**config.mk**
```make
export PLATFORM = sky130hd
export DESIGN_NAME = router_sync
export DESIGN_NICKNAME = d
export VERILOG_FILES = /design/src/rtl/router_sync.sv
export SDC_FILE = /design/constraint.sdc
export NUM_CORES = 1
export LEC_CHECK = 0
export BUFFER_PORTS_ARGS = -buffer_cell sky130_fd_sc_hd__buf_2
export CAP_MARGIN = 25
export CORE_MARGIN = 4
export CORE_UTILIZATION = 39
export CTS_CLUSTER_SIZE = 20
export DETAILED_ROUTE_END_ITERATION = 8
export PLACE_DENSITY = 0.61
export SKIP_CTS_REPAIR_TIMING = 1
export SYNTH_ARGS = -nofsm -noshare
export SYNTH_HDL_FRONTEND = slang
export SYNTH_SLANG_ARGS = --single-unit
```
**constraint.sdc**
```tcl
create_clock -name clock -period 1.7 [get_ports clock]
set_input_delay 0.255 -clock clock [delete_from_list [all_inputs] [get_ports clock]]
set_output_delay 0.255 -clock clock [all_outputs]
set_load 0.01 [all_outputs]
```
**src/rtl/router_sync.sv**
```systemverilog
// Router synchronizer: latches the packet destination, steers FIFO write enables,
// and soft-resets any output FIFO whose valid data sits unread for TIMEOUT cycles.
module router_sync #(
  parameter int unsigned TIMEOUT = 30
) (
  input  logic       clock,
  input  logic       reset,
  input  logic       detect_add,
  input  logic [1:0] data_in,
  input  logic       write_enb_reg,
  input  logic       read_enb_0,
  input  logic       read_enb_1,
  input  logic       read_enb_2,
  input  logic       empty_0,
  input  logic       empty_1,
  input  logic       empty_2,
  input  logic       full_0,
  input  logic       full_1,
  input  logic       full_2,
  output logic [2:0] write_enb,
  output logic       fifo_full,
  output logic       vld_out_0,
  output logic       vld_out_1,
  output logic       vld_out_2,
  output logic       soft_reset_0,
  output logic       soft_reset_1,
  output logic       soft_reset_2
);

  localparam int unsigned NFIFO = 3;
  localparam int unsigned CW    = 6;
  localparam logic [CW-1:0] CNT_LAST = CW'(TIMEOUT - 1);

  logic [1:0]                   addr_q, addr_d;
  logic [NFIFO-1:0][CW-1:0]     cnt_q, cnt_d;
  logic [NFIFO-1:0]             srst_q, srst_d;
  logic [NFIFO-1:0]             vld, rd;

  assign vld = ~{empty_2, empty_1, empty_0};
  assign rd  = {read_enb_2, read_enb_1, read_enb_0};

  assign vld_out_0 = vld[0];
  assign vld_out_1 = vld[1];
  assign vld_out_2 = vld[2];

  assign soft_reset_0 = srst_q[0];
  assign soft_reset_1 = srst_q[1];
  assign soft_reset_2 = srst_q[2];

  // Decode uses the registered address, so a same-cycle header still targets the old FIFO.
  always_comb begin
    write_enb = 3'b000;
    fifo_full = 1'b0;
    case (addr_q)
      2'b00: begin write_enb = {2'b00, write_enb_reg};       fifo_full = full_0; end
      2'b01: begin write_enb = {1'b0, write_enb_reg, 1'b0};  fifo_full = full_1; end
      2'b10: begin write_enb = {write_enb_reg, 2'b00};       fifo_full = full_2; end
      default: begin write_enb = 3'b000;                     fifo_full = 1'b0;   end
    endcase
  end

  always_comb begin
    addr_d = detect_add ? data_in : addr_q;
  end

  // Per-FIFO idle counters; a read or an empty FIFO clears the count.
  always_comb begin
    cnt_d  = '0;
    srst_d = '0;
    for (int i = 0; i < int'(NFIFO); i++) begin
      if (vld[i] && !rd[i]) begin
        if (cnt_q[i] == CNT_LAST) begin
          srst_d[i] = 1'b1;
        end else begin
          cnt_d[i] = CW'(cnt_q[i] + 1'b1);
        end
      end
    end
  end

  always_ff @(posedge clock or posedge reset) begin
    if (reset) begin
      addr_q <= 2'b00;
      cnt_q  <= '0;
      srst_q <= '0;
    end else begin
      addr_q <= addr_d;
      cnt_q  <= cnt_d;
      srst_q <= srst_d;
    end
  end

endmodule

```
==> results by group <==
Run status
  • Outcome: finished, final reports clean

Drt
  • Vias: 787
  • Post-Route WL: 1860 um
  • Drt pass-1 iters: 4
  • Vias per inst: 4.83
  • Post-route ant nets: 0
  • DRC viols: 0
  • DR iter-0 viols: 21
  • Routed WL per cell: 11.4 um

Critical path
  • Startpoint class of the critical path: flip-flop
  • WS Path Type: reg2out
  • R2R Path Start: cnt_q[7]
  • Crit. Startpoint: addr_q[0]
  • Setup crit end kind: primary output
  • Reg2Reg Depth: 5
  • Critical Path Fanout Max: 6
  • Worst R2R Setup Slack: 340 ps
  • Arrival time at the worst endpoint: 1150 ps
  • Reg-to-reg endpoint: cnt_q[10]
  • Worst path required time: 1440 ps
  • CP endpoint: fifo_full

Logic synthesis
  • Number of synthesized register bits: 23
  • Ys Warns: 0
  • Post-synthesis cell area: 1070 um^2
  • Post-Syn Instances: 103
  • Synth cell types: 23
  • Seq/Total Area, Yosys: 53.6%
  • Syn avg cell area: 10.4 um^2
  • Synth Net Count: 124

Final layout
  • Fillers: 244
  • Antenna cells: 0
  • Register area: 576 um^2
  • Layout cells sized above 1: 24.8%
  • Core Util, Final: 50.1%
  • Synthesis-to-layout area growth: 18.9%
  • Area of the multi-input gates: 468 um^2
  • # nets final: 155
  • Layout Cells excl Fill: 163

Global routing
  • Grt ovf: 0
  • Initial antenna violation count: 0
  • First-pass GRT wire length: 3280 um
  • Global Route Usage Sum: 12.1%
  • Vias in the first global route: 796
  • Largest net degree at the start of global routing: 24

Timing
  • Setup ws final: 296 ps
  • Slew margin rel.: 69.0%
  • Part of the cycle the worst path needs: 82.6%
  • Minimum clock period: 1400 ps
  • Hold Fails Final Rpt: 0
  • Max frequency: 712 MHz
  • RSZ-0062 raised after global routing: no
  • Least-Margin Pin Slew: 461 ps
  • Final setup TNS: 0 ps
  • Skew final: 7.46 ps
  • Final Setup Violations: 0
  • Final Max Slew Viols: 0

Die
  • Core Region: 2540 um^2
  • Initial core utilization: 42.2%
  • I/O pins: 25
  • Row count: 18
  • Die Width: 60.5 um
  • Die area: 3660 um^2
  • Chip height: 60.5 um

Place
  • Placed Cells: 158
  • RD Place Congestion: 0.803
  • Dpl ws: 350 ps
  • Final HPWL DP: 1450 um
  • PortBufs: 24

Power
  • P_leak: 0.621 nW
  • Pwr/cell area: 713 nW/um^2
  • Power Total: 910 uW
  • Maximum vdd drop: 0.000377 V

Clock tree
  • CTS tree: built
  • Clk Tree Root Cell: clkbuf_4
  • Number of H-tree levels: 1
  • Clock Tree Buf Depth: 2
  • Inserted Clock Buffers: 3
  • Clock slew at reported path FFs: 130 ps
  • Clk_lat worst skew: 300 ps
  • Clk sinks: 23

Job
  • Max_cap viols: 0

Min path
  • Worst min path class: in2reg
[state kept, by name (all words and copies together) (netlist names)]
signal	cells
addr_q	2
cnt_q	18
srst_q	3
[placed cells by master, fill, tap and decap left out]
cell type and n:
clkbuf_4 3, nand2_1 5, nand3_2 1, or3_1 1
mux2_2 2, nand3_1 7, o21ai_0 2, dlygate4sd3_1 1
a21oi_2 1, o211ai_1 2, clkinv_2 1, o31ai_1 2
nand3b_1 1, nor2_1 20, nor4_1 3, buf_4 1
nand4b_1 1, ha_1 6, and3b_1 2, nand2b_1 2
mux2i_1 1, xor2_1 5, dfrtp_1 23, inv_1 8
o21ai_1 3, xnor2_1 4, buf_2 24, nor3b_1 1
[cell families after synthesis]
family,synth area share [%]
and+or+nand+nor,20.3
DFF,53.6
AOI/OAI and AO/OA,5.94
xor gates and xnor gates,7.34
buffers and inverters,2.80
adders and majority gates,6.99
muxes,3.03
[metrics by stage]
stage | area (um^2) | hold WS (ps)
CTS | 1270 | -42.1
floorplan | 1070 | 257
global route | 1280 | 64.8
detailed placement | 1240 | 310
global placement | 1240 | 307
finish | 1280 | 105
[report_power, final]
part           switching, mW  leakage [nW]  internal (mW)
registers             0.0144         0.314          0.558
logic                 0.0481         0.290         0.0431
clock network          0.159        0.0177         0.0876
total                  0.221         0.621          0.689
[worst min-delay path by stage]
stage / startpoint / endpoint / slack [ps] / cells after the start
3_5_place_dp: reset / srst_q[0] / 310 / 3
2_1_floorplan: reset / addr_q[0] / 260 / 1
5_1_grt: read_enb_2 / srst_q[2] / 60 / 2
6_report: read_enb_2 / srst_q[2] / 100 / 2
4_1_cts: reset / cnt_q[17] / -40 / 3
3_3_place_gp: reset / srst_q[0] / 310 / 3
[synthesized netlist by cell type]
cell type / count / area, um^2
a21oi_2: 1 / 8.76
and3b_1: 2 / 17.5
dfrtp_1: 23 / 576
ha_1: 6 / 75.1
inv_1: 8 / 30.0
mux2_2: 2 / 22.5
mux2i_1: 1 / 10.0
nand2_1: 5 / 18.8
nand2b_1: 2 / 12.5
nand3_1: 7 / 35.0
nand3_2: 1 / 10.0
nand3b_1: 1 / 7.51
nand4b_1: 1 / 8.76
nor2_1: 20 / 75.1
nor3b_1: 1 / 7.51
nor4_1: 3 / 18.8
o211ai_1: 2 / 15.0
o21ai_0: 2 / 10.0
o21ai_1: 3 / 15.0
o31ai_1: 2 / 15.0
or3_1: 1 / 6.26
xnor2_1: 4 / 35.0
xor2_1: 5 / 43.8
[layout make-up]
type	count	area share, %
Sequential cell	23	45.1
Multi-Input combinational cell	72	36.7
Timing Repair Buffer	26	10.8
Tap cell	30	2.94
Inverter	8	2.35
Clock buffer	3	1.76
Clock inverter	1	0.392
[worst max-delay path, stage by stage, from the launching register on]
cell	delay, ps
dfrtp_1	450
mux2i_1	130
o21ai_0	120
buf_2	140
[layer usage]
layer | vias to the layer above | global-route usage (%) | share of wire, %
li1 | 405 | - | -
met1 | 361 | 14.9 | 45
met2 | 19 | 20.5 | 47
met3 | 2 | 2.77 | 7.6
met4 | 0 | 4.64 | 0.81
met5 | - | 0 | 0
Power figures use the tool's default switching activity.
